`config.mk`:
```
export PLATFORM = sky130hd
export DESIGN_NAME = multiplier_4x4_flat
export DESIGN_NICKNAME = d
export VERILOG_FILES = /design/src/rtl/multiplier_4x4_if.sv /design/src/rtl/multiplier_4x4.sv /design/src/flat_wrapper.sv
export SDC_FILE = /design/constraint.sdc
export NUM_CORES = 1
export LEC_CHECK = 0
export ABC_AREA = 1
export CORE_MARGIN = 1
export CORE_UTILIZATION = 48
export CTS_CLUSTER_SIZE = 20
export DETAILED_ROUTE_END_ITERATION = 8
export MAX_ROUTING_LAYER = met4
export PLACE_DENSITY = 0.73
export SLEW_MARGIN = 20
export SYNTH_ARGS = -nofsm -noshare
export SYNTH_HDL_FRONTEND = slang
export SYNTH_SLANG_ARGS = --single-unit
```
`constraint.sdc`:
```
create_clock -name clk -period 2.4 [get_ports clk]
set_input_delay 0.48 -clock clk [delete_from_list [all_inputs] [get_ports clk]]
set_output_delay 0.48 -clock clk [all_outputs]
set_load 0.02 [all_outputs]
```
`src/rtl/multiplier_4x4_if.sv`:
```
// Handshake and operand/result bundle for the sequential multiplier.
interface multiplier_4x4_if #(
  parameter int unsigned WIDTH = 4
);
  logic                 start;
  logic [WIDTH-1:0]     a;
  logic [WIDTH-1:0]     b;
  logic [2*WIDTH-1:0]   y;
  logic                 busy;
  logic                 done;

  // Requester side: launches multiplies and observes results.
  modport master (
    output start, a, b,
    input  y, busy, done
  );

  // Multiplier side.
  modport slave (
    input  start, a, b,
    output y, busy, done
  );
endinterface

```
`src/rtl/multiplier_4x4.sv`:
```
// Unsigned WIDTH x WIDTH shift-add multiplier; one partial product per cycle,
// result held in y until the next multiply completes.
module multiplier_4x4 #(
  parameter int unsigned WIDTH = 4
) (
  input  logic            clk,
  input  logic            rst_n,
  multiplier_4x4_if.slave bus
);

  localparam int unsigned PW = 2 * WIDTH;
  localparam int unsigned CW = (WIDTH > 1) ? $clog2(WIDTH) : 1;
  localparam logic [CW-1:0] LAST = CW'(WIDTH - 1);

  typedef enum logic [0:0] {
    IDLE = 1'b0,
    RUN  = 1'b1
  } state_t;

  state_t          state_q, state_d;
  logic [PW-1:0]   mcand_q, mcand_d;
  logic [WIDTH-1:0] mplier_q, mplier_d;
  logic [PW-1:0]   acc_q, acc_d;
  logic [CW-1:0]   cnt_q, cnt_d;
  logic [PW-1:0]   y_q, y_d;
  logic            busy_q, busy_d;
  logic            done_q, done_d;
  logic [PW-1:0]   sum;

  // State and datapath registers.
  always_ff @(posedge clk or negedge rst_n) begin
    if (!rst_n) begin
      state_q  <= IDLE;
      mcand_q  <= '0;
      mplier_q <= '0;
      acc_q    <= '0;
      cnt_q    <= '0;
      y_q      <= '0;
      busy_q   <= 1'b0;
      done_q   <= 1'b0;
    end else begin
      state_q  <= state_d;
      mcand_q  <= mcand_d;
      mplier_q <= mplier_d;
      acc_q    <= acc_d;
      cnt_q    <= cnt_d;
      y_q      <= y_d;
      busy_q   <= busy_d;
      done_q   <= done_d;
    end
  end

  // Next-state and datapath update; the final add is folded into the y load.
  always_comb begin
    state_d  = state_q;
    mcand_d  = mcand_q;
    mplier_d = mplier_q;
    acc_d    = acc_q;
    cnt_d    = cnt_q;
    y_d      = y_q;
    busy_d   = busy_q;
    done_d   = 1'b0;
    sum      = acc_q + (mplier_q[0] ? mcand_q : '0);

    unique case (state_q)
      IDLE: begin
        if (bus.start) begin
          mcand_d  = PW'(bus.a);
          mplier_d = bus.b;
          acc_d    = '0;
          cnt_d    = '0;
          busy_d   = 1'b1;
          state_d  = RUN;
        end
      end
      RUN: begin
        acc_d    = sum;
        mcand_d  = mcand_q << 1;
        mplier_d = mplier_q >> 1;
        cnt_d    = cnt_q + CW'(1);
        if (cnt_q == LAST) begin
          y_d     = sum;
          done_d  = 1'b1;
          busy_d  = 1'b0;
          state_d = IDLE;
        end
      end
      default: state_d = IDLE;
    endcase
  end

  assign bus.y    = y_q;
  assign bus.busy = busy_q;
  assign bus.done = done_q;

endmodule

```
`src/flat_wrapper.sv`:
```
// flat-port wrapper written by rule: the top's interface ports become plain ports
module multiplier_4x4_flat 
#(
  parameter int unsigned WIDTH = 4
)
  (clk, rst_n, bus_start, bus_a, bus_b, bus_y, bus_busy, bus_done);
  multiplier_4x4_if #(.WIDTH(WIDTH)) bus_i ();
  input  logic clk;
  input  logic rst_n;
  input wire logic [$bits(bus_i.start)-1:0] bus_start;
  input wire logic [$bits(bus_i.a)-1:0] bus_a;
  input wire logic [$bits(bus_i.b)-1:0] bus_b;
  output wire logic [$bits(bus_i.y)-1:0] bus_y;
  output wire logic [$bits(bus_i.busy)-1:0] bus_busy;
  output wire logic [$bits(bus_i.done)-1:0] bus_done;
  assign bus_i.start = bus_start;
  assign bus_i.a = bus_a;
  assign bus_i.b = bus_b;
  assign bus_y = bus_i.y;
  assign bus_busy = bus_i.busy;
  assign bus_done = bus_i.done;
  multiplier_4x4 #(.WIDTH(WIDTH)) u_core (.clk(clk), .rst_n(rst_n), .bus(bus_i));
endmodule
```
# Yosys cells after proc, flatten, opt, wreduce, memory -nomap -nowiden
# Index checks and enable logic that the tools add are counted.
op_classes:
  add_sub_neg: 2
  mul: 0
  n_div: 0
  magnitude_cmp: 0
  n_eq_ne: 3
  shift: 0
  mux: 17
  n_bitwise: 1
  reduce_logical: 2
op_table:
  columns: ["operator", "count"]
  rows:
  - ["one-hot mux 8 bit (2 select lines)", 2]
  - ["2-to-1 mux 8 bit", 3]
  - ["adder 8 bit", 1]
  - ["one-hot mux 4 bit (2 select lines)", 1]
  - ["2-to-1 mux 1 bit", 6]
  - ["2-to-1 mux 4 bit", 1]
  - ["inequality test 2 bit (second input constant)", 2]
  - ["one-hot mux 1 bit (2 select lines)", 2]
  - ["one-hot mux 2 bit (2 select lines)", 1]
  - ["AND reduction 2 bit", 2]
  - ["adder 2 x 1 -> 2 bit (second input constant)", 1]
  - ["equality test 2 bit (second input constant)", 1]
  - ["2-to-1 mux 2 bit", 1]
  - ["NOT 1 bit", 1]
word_totals:
  regBits: 33
  latch_bits: 0
  ram_bits: 0
  romBits: 0
  inputBits: 11
  output_inout_bits: 10
  word_cells: 33
  memories: 0

# Logic depth before layout (Yosys ltp)
# Gate-level depths: netlist of the first run.
depth:
  depth_word: 3
  depth_mapped: 12
  mapped_depth_nobuf: 11

# Least setup slack after synthesis of the first run
# OpenSTA, ideal clock, no wires.
synth_timing:
  path_type: "flip-flop to flip-flop"
  start: "reg u_core.mplier_q[0]"
  end: "reg u_core.acc_q[6]"
  setup_ns: 0.117
  t_arrival_ns: 1.601
  required_ns: 2.283
  path_slack_ns: 0.681
  stages_incl_launch_ff: 12
  path_buffers: 1
  period_less_slack_ns: 1.719
  path_cell_list: "dfrtp_1 buf_6 nand2_1 inv_1 ha_1 fa_1 nand2_1 nand3_1 nand3_1 nand3_1 nand3_1 nand2_1"
synth_between:
  elab_chain_cells: 3
synth_lines:
  columns: ["item", "line_no", "source"]
  rows:
  - ["start, declared", "multiplier_4x4.sv:22", "logic [WIDTH-1:0] mplier_q, mplier_d;"]
  - ["start signal, assigned", "multiplier_4x4.sv:44", "mplier_q <= mplier_d;"]
  - ["2-to-1 mux 8 bit", "multiplier_4x4.sv:63", "sum = acc_q + (mplier_q[0] ? mcand_q : '0);"]
  - ["adder 8 bit", "multiplier_4x4.sv:63", null]
  - ["one-hot mux 8 bit (2 select lines)", "multiplier_4x4.sv:65", "unique case (state_q)"]
  - ["end signal, assigned", "multiplier_4x4.sv:36", "acc_q <= '0;"]
  - ["end signal, assigned", "multiplier_4x4.sv:45", "acc_q <= acc_d;"]
  - ["end, declared", "multiplier_4x4.sv:23", "logic [PW-1:0] acc_q, acc_d;"]
# No other way between the ends.
# A chain may end at the register's enable or synchronous reset.

# Final worst setup path of the first run
# Ends and elaborated chain as after synthesis.

==> results of run 1 <==
-- placed cells by master (no fill, tap or decap), types with 2 or more instances in the layout --
master / netlist / routed
nand2_1: 74 / 74
clkdlybuf4s50_1: 0 / 20
nand2_2: 2 / 2
o21ai_0: 5 / 5
o22ai_1: 2 / 2
ha_1: 8 / 8
o211ai_1: 2 / 2
nor2_1: 5 / 5
clkbuf_4: 0 / 5
dfrtp_1: 33 / 33
inv_2: 4 / 4
o21ai_1: 6 / 6
inv_1: 25 / 25
nand3_1: 22 / 22
-- worst max-delay path, delay by kind of cell, from the launching register on --
family                   cells  cell delay (ps)
flip-flops                   1              480
buffers and inverters        1               40
adder cells (fa/ha/maj)      2              600
AND/OR/NAND/NOR              7              650
-- final cells by class --
type                            instances  share of cell area (%)
Clock buffer                            6                    2.61
Timing Repair Buffer                   21                    10.6
Sequential cell                        33                    42.1
Inverter                               29                    5.55
Tap cell                               46                    2.93
Clock inverter                          2                   0.702
Multi-Input combinational cell        136                    35.5
-- synth_stat cells (2+ instances only) --
cell	number	area [um^2]
buf_2	2	10.0
ha_1	8	100
buf_6	2	22.5
o211ai_1	2	15.0
inv_2	4	15.0
inv_1	25	93.8
o21ai_1	6	30.0
o21ai_0	5	25.0
nor2_1	5	18.8
nand3_1	22	110
dfrtp_1	33	826
nand2_2	2	12.5
nand2_1	74	278
o22ai_1	2	12.5
-- report_power, final --
group          internal, mW  switching [mW]  leakage, nW  total [mW]
sequential            0.760           0.165        0.436       0.925
combinational         0.331           0.451        0.588       0.783
clock                 0.143           0.191       0.0382       0.334
-- per-layer routing --
layer / track usage [%] / vias up / share of wire (%) / wire [um]
li1: - / 685 / - / -
met1: 27.8 / 589 / 49 / 1460
met2: 32.5 / 27 / 46 / 1390
met3: 5.33 / 7 / 3.5 / 106
met4: 8.44 / 0 / 1.5 / 44
met5: - / - / 0 / 0
-- worst max path at each step --
stage	startpoint	endpoint	slack, ps
finish	u_core.mplier_q[0]	u_core.acc_q[6]	540
global route	u_core.mplier_q[0]	u_core.bus.y[6]	370
CTS	u_core.mplier_q[0]	u_core.acc_q[6]	520
detailed placement	u_core.mplier_q[0]	u_core.acc_q[6]	540
global placement	u_core.mplier_q[0]	u_core.acc_q[6]	590
floorplan	u_core.mplier_q[0]	u_core.acc_q[6]	680
-- registers in the layout, summed over array words and instances (netlist names) --
name / cells
u_core.bus.y: 8
u_core.mcand_q: 8
u_core.bus.done: 1
u_core.bus.busy: 1
u_core.mplier_q: 4
u_core.cnt_q: 2
u_core.state_q: 1
u_core.acc_q: 8
-- kinds of logic (layout without fill, tap and decap cells) --
| logic type | after synthesis | after routing | share of synthesized area (%) |
|---|---|---|---|
| flip-flops | 33 | 33 | 49.6 |
| buffers and inverters | 33 | 58 | 8.50 |
| XOR/XNOR | 2 | 2 | 1.05 |
| adder cells (fa/ha/maj) | 9 | 9 | 7.22 |
| AO/OA/AOI/OAI | 19 | 19 | 6.77 |
| AND/OR/NAND/NOR | 106 | 106 | 26.8 |
-- stage by stage --
step                hold WS, ps  cells  power (mW)
finish                      492    273        2.04
global route                529    273        2.24
CTS                         495    273        2.07
detailed placement          470    265        1.73
global placement            465    265        1.71
floorplan                   184    202        1.48
==> qor.yml, run 1 <==
crit_fanout: 9
numPortBuffers: 20
irDropWorstVdd_mv: 0.673
holdCritPathClass: "flip-flop to flip-flop"
drive_above_1_share_pct: 7.93
start_kind: "flip-flop"
fmax_mhz: 537
coreArea_um2: 3340
min_delay_worst_endpoint: "u_core.bus.y[4]"
start_util_pct: 49.9
gp_congestion: 0.829
rsz0062_at_grt: "no"
wirelength_um: 3000
hold_violations: 0
io_pins: 21
period_needed_ps: 1860
drtPass1Iterations: 4
grt_pass1_wl_um: 5470
slew_headroom_pct: 61.0
area_growth_pct: 17.9
cts_root_buf: "clkbuf_4"
ys_ff_latch: 33
finalSetupTns_ps: 0
syn_nets: 222
finalWorstSetupSlack_ps: 538
grt.total_usage_pct: 21.5
required_ps: 2630
num_vias: 1308
worstHoldStart: "u_core.bus.y[4]"
cts_resized: 0
cts_buffer_depth: 2
dpl-instance-area_um2: 1900
cts.reportedPaths.clkPinSlew_ps: 110
antenna_cells: 0
place_ws_ps: 543
synthDistinctLibCells: 24
fp.dieW_um: 60.9
worst_pin_slew_ps: 586
rrSetupSlack_ps: 540
ys_seq_area_share_pct: 49.6
netlist_instances: 202
powerDensity_nw_per_um2: 1040
post_cts_buffers: 0
cts_hold_buf: 0
synthArstFlopShare_pct: 100
cts_tree: "yes"
cts_buffers: 5
num-fill-cells: 308
clk-insertion-delay-late_ps: 330
avgSynthCellArea_um2: 8.24
syn_area_um2: 1660
nets: 246
status: "finished, final reports clean"
crit_path_end_kind: "flip-flop"
dieArea_um2: 3710
cp_data_arrival_time_ps: 2090
viasPerCell: 4.79
num_rows: 21
slew_violations: 0
yosysWarningCount: 0
wl_per_cell_um: 11.0
worst_clock_skew_ps: 10.9
critical_path_class: "flip-flop to flip-flop"
synth-edff-count: 0
postRouteAntennaNets: 0
grt_pass1_vias: 1256
seqCellArea_um2: 826
max_cap_violations: 0
multi_input_area_um2: 697
cpMostUsedCell: "nand3_1"
place_hpwl_um: 2210
r2r_start: "u_core.mplier_q[0]"
fin_crit_sh_pct: 77.6
slowest_delay_ps: 480
setup_viol: 0
final_util_pct: 58.8
numClockSinks: 33
crit_path_cell_trace: "nand2_1 -> inv_1 -> ha_1 -> fa_1 -> nand2_1 -> nand3_1 -> nand3_1 -> nand3_1 -> nand3_1 -> nand2_1"
min_path_cells: 2
synth_flop_cell: "dfrtp_1"
r2r_cells: 10
die_h_um: 60.9
drc: 0
grt_max_degree: 34
power_leakage_nw: 1.06
antenna_found_initial: 0
gr-total-overflow: 0
h-tree-depth: 2
slowest_stage: "dfrtp_1"
detail_route.iter0.violations: 52
fin_area_um2: 1960
worstReg2RegEnd: "u_core.acc_q[6]"
Power figures use the tool's default switching activity.
==> inputs of run 2 (changes only) <==
--- a/config.mk
+++ b/config.mk
@@ -11,7 +11,7 @@
 export CTS_CLUSTER_SIZE = 20
 export DETAILED_ROUTE_END_ITERATION = 8
 export MAX_ROUTING_LAYER = met4
-export PLACE_DENSITY = 0.73
+export PLACE_DENSITY = 0.75
 export SLEW_MARGIN = 20
 export SYNTH_ARGS = -nofsm -noshare
 export SYNTH_HDL_FRONTEND = slang
==> constraint.sdc (replaced) <==
create_clock -name clk -period 1.55 [get_ports clk]
set_input_delay 0.31 -clock clk [delete_from_list [all_inputs] [get_ports clk]]
set_output_delay 0.31 -clock clk [all_outputs]
set_load 0.02 [all_outputs]
==> run 2 against run 1 <==
Compared with the run above:
- the run now ends with negative setup slack left
- die area is the same
- maximum frequency grew 7.9%
- setup slack got worse by 710 ps
- sequential cell count unchanged
- cell count rose by 7.3%
- via count up 11%
- first-iteration DRC count rose by 48%
- critical endpoint is now u_core.acc_q[4]
- largest cell class is now multi-input combinational cells
- highest routed layer unchanged
==> qor.yml, run 2 (same netlist as run 1, synthesis figures left out) <==
met1_length_um: 1560
nets: 266
fmax_mhz: 580
rsz0062_at_grt: "yes"
dieArea_um2: 3710
critical_path_class: "flip-flop to flip-flop"
dp_cells: 281
rrSetupSlack_ps: -170
fp.dieW_um: 60.9
required_ps: 1850
worst_pin_slew_ps: 436
worst_clock_skew_ps: 14.0
gp_congestion: 0.884
r2r_start: "u_core.mplier_q[0]"
routed.top_layer: "met4"
layout.cells.non_filler: 293
slowest_stage: "dfrtp_2"
power_mw: 3.58
power_leakage_nw: 1.21
violations: "negative setup slack"
fin_crit_sh_pct: 111
setup_viol: 10
place_ws_ps: -173
postRouteAntennaNets: 0
slew_headroom_pct: 70.9
io_pins: 21
grt_max_degree: 34
cts_tree: "yes"
grt_pass1_vias: 1373
r2r_cells: 10
period_needed_ps: 1720
worstReg2RegEnd: "u_core.acc_q[4]"
numClockSinks: 33
holdCritPathClass: "primary input to asynchronous set/reset pin"
final_util_pct: 67.3
cts_hold_buf: 0
die_h_um: 60.9
status: "finished with violations"
drc: 0
grt.total_usage_pct: 22.7
place_hpwl_um: 2420
drive_above_1_share_pct: 26.7
viasPerCell: 4.94
crit_fanout: 8
antenna_found_initial: 0
gr-total-overflow: 0
cts.reportedPaths.clkPinSlew_ps: 110
final_cell_mix: "nand2_1 (67), dfrtp_1 (32), inv_1 (21), buf_4 (19), nand3_1 (17)"
num_rows: 21
coreArea_um2: 3340
crit_path_cell_trace: "nand2_1 -> inv_1 -> ha_2 -> fa_2 -> nand2_2 -> nand3_2 -> buf_4 -> nand3_1 -> nand3_1 -> nand2_1"
num_vias: 1446
wl_met2_um: 1760
wirelength_um: 3590
numPortBuffers: 20
crit_path_end_kind: "flip-flop"
wl_per_cell_um: 12.2
wl_met3_um: 140
slowest_delay_ps: 470
hold_violations: 0
detail_route.iter0.violations: 77
start_util_pct: 49.9
cts_root_buf: "clkbuf_4"
powerDensity_nw_per_um2: 1590
antenna_cells: 0
h-tree-depth: 2
max_cap_violations: 0
area_growth_pct: 35.0
clk-insertion-delay-late_ps: 360
slew_violations: 0
drtPass1Iterations: 4
finalWorstSetupSlack_ps: -175
irDropWorstVdd_mv: 1.11
final_common_cell: "nand2_1"
cts_buffers: 5
cts_buffer_depth: 2
grt_pass1_wl_um: 5710
cp_data_arrival_time_ps: 2030
start_kind: "flip-flop"
## run 2: cell types whose count changed in the layout (fill, tap and decap cells not counted), moves of 2 or more
cell,delta
o21ai_2,+3
ha_1,-6
dlygate4sd2_1,+10
inv_2,+4
nand3_1,-5
nand2_2,+7
buf_4,+18
nand2_1,-7
o21ai_0,-2
clkdlybuf4s50_1,-10
nand3_2,+5
ha_4,+5
inv_1,-4
## run 2: cell type report
| type | instances | area, um^2 |
|---|---|---|
| sequential | 33 | 827 |
| inverter | 29 | 109 |
| clock inverter | 3 | 17.5 |
| timing repair buffer | 41 | 362 |
| tap | 46 | 57.6 |
| clock buffer | 5 | 37.5 |
| multi-input combinational | 136 | 837 |
| fill | 288 | 1090 |
## run 2: metal layers
layer	vias up	track usage, %
met2	38	35.6
met1	673	25.8
li1	721	-
met4	0	14.3
met5	-	-
met3	14	5.97
## run 2: power by group
| part | switching, mW | internal (mW) | total (mW) |
|---|---|---|---|
| combinational | 0.884 | 0.768 | 1.65 |
| sequential | 0.264 | 1.18 | 1.44 |
| clock | 0.311 | 0.171 | 0.482 |
| total | 1.46 | 2.12 | 3.58 |
## run 2: metrics by stage
step	setup TNS [ps]	cell area, um^2	hold WS, ps
after detailed placement	-1110	2050	468
after global placement	-746	2050	464
after CTS	-732	2130	300
after global routing	-2130	2250	306
after floorplan	-327	1680	14.4
final	-1080	2250	305
## run 2: worst max-delay path: cells and delay by family, from the launching register on
family / cells / cell delay (ps)
adders and majority gates: 2 / 520
buffers and inverters: 2 / 190
DFF: 1 / 470
and+or+nand+nor: 6 / 500
## run 2: timing repair
action,in CTS,in global routing
pin swaps,8,6
setup endpoints to repair,21,13
resized for setup,18,19
hold endpoints to repair,0,0
buffers inserted,0,4
## run 2: worst max path at each step
stage	from	to	slack, ps
global route	u_core.mplier_q[0]	u_core.acc_q[4]	-270
finish	u_core.mplier_q[0]	u_core.acc_q[4]	-170
detailed placement	u_core.mplier_q[0]	u_core.acc_q[6]	-170
CTS	u_core.mplier_q[0]	u_core.acc_q[6]	-140
global placement	u_core.mplier_q[0]	u_core.acc_q[6]	-140
floorplan	u_core.mplier_q[0]	u_core.acc_q[4]	-80
==> inputs of run 3 (changes only) <==
--- a/config.mk
+++ b/config.mk
@@ -10,6 +10,8 @@
 export CORE_UTILIZATION = 48
 export CTS_CLUSTER_SIZE = 20
 export DETAILED_ROUTE_END_ITERATION = 8
+export GPL_ROUTABILITY_DRIVEN = 0
+export GPL_TIMING_DRIVEN = 0
 export MAX_ROUTING_LAYER = met4
 export PLACE_DENSITY = 0.75
 export SLEW_MARGIN = 20
==> run 3 against run 2 <==
Compared with the run above:
- the flow still finishes with violations (negative setup slack)
- sequential cell count is the same
- cell count shrank 3.4%
- power shrank 1.4%
- die area is the same
- first-iteration DRC count shrank 58%
- setup slack gained 23 ps
- combinational power shrank 2%
- clock-buffer cell count grew 2
==> qor.yml, run 3 (same netlist as run 1, synthesis figures left out) <==
final_util_pct: 66.7
required_ps: 1770
grt.total_usage_pct: 24.0
postRouteAntennaNets: 0
period_needed_ps: 1700
drive_above_1_share_pct: 27.4
fmax_mhz: 587
cts_tree: "yes"
detail_route.iter0.violations: 32
wl_per_cell_um: 12.7
crit_path_end_kind: "flip-flop"
num_rows: 21
start_kind: "flip-flop"
worstReg2RegEnd: "u_core.acc_q[2]"
finalWorstSetupSlack_ps: -152
slew_headroom_pct: 76.1
r2r_cells: 8
cts.reportedPaths.clkPinSlew_ps: 110
drtPass1Iterations: 4
gr-total-overflow: 0
hold_violations: 0
viasPerCell: 5.02
numClockSinks: 33
cts_buffer_depth: 2
irDropWorstVdd_mv: 1.05
cp_data_arrival_time_ps: 1920
numPortBuffers: 20
antenna_found_initial: 0
power_leakage_nw: 1.16
antenna_cells: 0
worst_pin_slew_ps: 358
drc: 0
worst_clock_skew_ps: 13.2
grt_max_degree: 22
cts_buffers: 5
finalSetupTns_ps: -1210
violations: "negative setup slack"
rrSetupSlack_ps: -150
start_util_pct: 49.9
rsz0062_at_grt: "yes"
fin_crit_sh_pct: 110
io_pins: 21
fp.dieW_um: 60.9
num_vias: 1420
area_growth_pct: 33.8
clk-insertion-delay-late_ps: 340
status: "finished with violations"
grt_pass1_wl_um: 6100
h-tree-depth: 2
r2r_start: "u_core.mplier_q[0]"
coreArea_um2: 3340
place_hpwl_um: 2400
critical_path_class: "flip-flop to flip-flop"
dieArea_um2: 3710
holdCritPathClass: "primary input to asynchronous set/reset pin"
grt_pass1_vias: 1409
powerDensity_nw_per_um2: 1580
cts_root_buf: "clkbuf_4"
die_h_um: 60.9
max_cap_violations: 0
crit_fanout: 5
wirelength_um: 3600
final_cell_mix: "nand2_1 (61), dfrtp_1 (32), inv_1 (20), nand2_2 (15), nand3_1 (14)"
slew_violations: 0
final_common_cell: "nand2_1"
setup_viol: 10
place_ws_ps: -214
power_mw: 3.53
nets: 257
run 3: cell count changes in the layout (fill, tap and decap cells not counted), sizes merged:
| cell | change |
|---|---|
| buf | -9 |
| clkbuf | +2 |
| clkinv | -2 |
| clkdlybuf4s50 | -1 |
| clkinvlp | -1 |
| dlygate4sd3 | +1 |
run 3: how the worst max path moves through the flow:
stage	startpoint	to	cells after the start
after floorplan	u_core.mplier_q[0]	u_core.acc_q[4]	10
after global placement	rst_n	u_core.mplier_q[2]	1
after detailed placement	u_core.mplier_q[0]	u_core.bus.y[6]	11
after CTS	u_core.mplier_q[0]	u_core.acc_q[6]	12
after global routing	u_core.mplier_q[0]	u_core.acc_q[7]	11
final	u_core.mplier_q[0]	u_core.acc_q[2]	8
run 3: per-stage QoR:
stage / instances / instance area (um^2) / hold WS [ps]
CTS: 283 / 2180 / 403
finish: 283 / 2230 / 396
global route: 283 / 2230 / 454
global placement: 268 / 1940 / 463
detailed placement: 269 / 1960 / 240
floorplan: 202 / 1680 / 14.4
run 3: final cells by class:
class | count | area (um^2)
Tap cell | 46 | 57.6
Timing Repair Buffer | 29 | 273
Inverter | 29 | 109
Fill cell | 295 | 1110
Multi-Input combinational cell | 136 | 883
Sequential cell | 33 | 827
Clock buffer | 7 | 55.1
Buffer | 3 | 21.3
run 3: where the power goes:
| group | switching, mW | internal, mW | total (mW) |
|---|---|---|---|
| clock network | 0.281 | 0.214 | 0.495 |
| logic | 0.907 | 0.699 | 1.61 |
| registers | 0.244 | 1.18 | 1.42 |
| total | 1.43 | 2.09 | 3.53 |
run 3: metal layers:
metal	part of all wire [%]	GRT usage [%]	up-vias	wire (um)
li1	-	-	704	-
met1	43	28.3	671	1540
met2	51	37.5	34	1830
met3	3.0	4.48	11	109
met4	3.5	15.6	0	127
met5	0	-	-	0
run 3: critical path: stages, from the launching register on:
cell and delay, ps:
dfrtp_2 450, nand2_2 70, inv_2 40, ha_4 150
fa_2 370, buf_4 140, buf_4 140, xnor2_4 160
o21ai_2 70
run 3: repair_timing:
item / 4_1_cts / 5_1_grt
hold buffers: 1 / 0
pin swaps: 15 / 8
buffers inserted: 6 / 1
endpoints found under the setup margin: 20 / 12
gates resized for setup: 36 / 12
hold endpoints to repair: 12 / 0
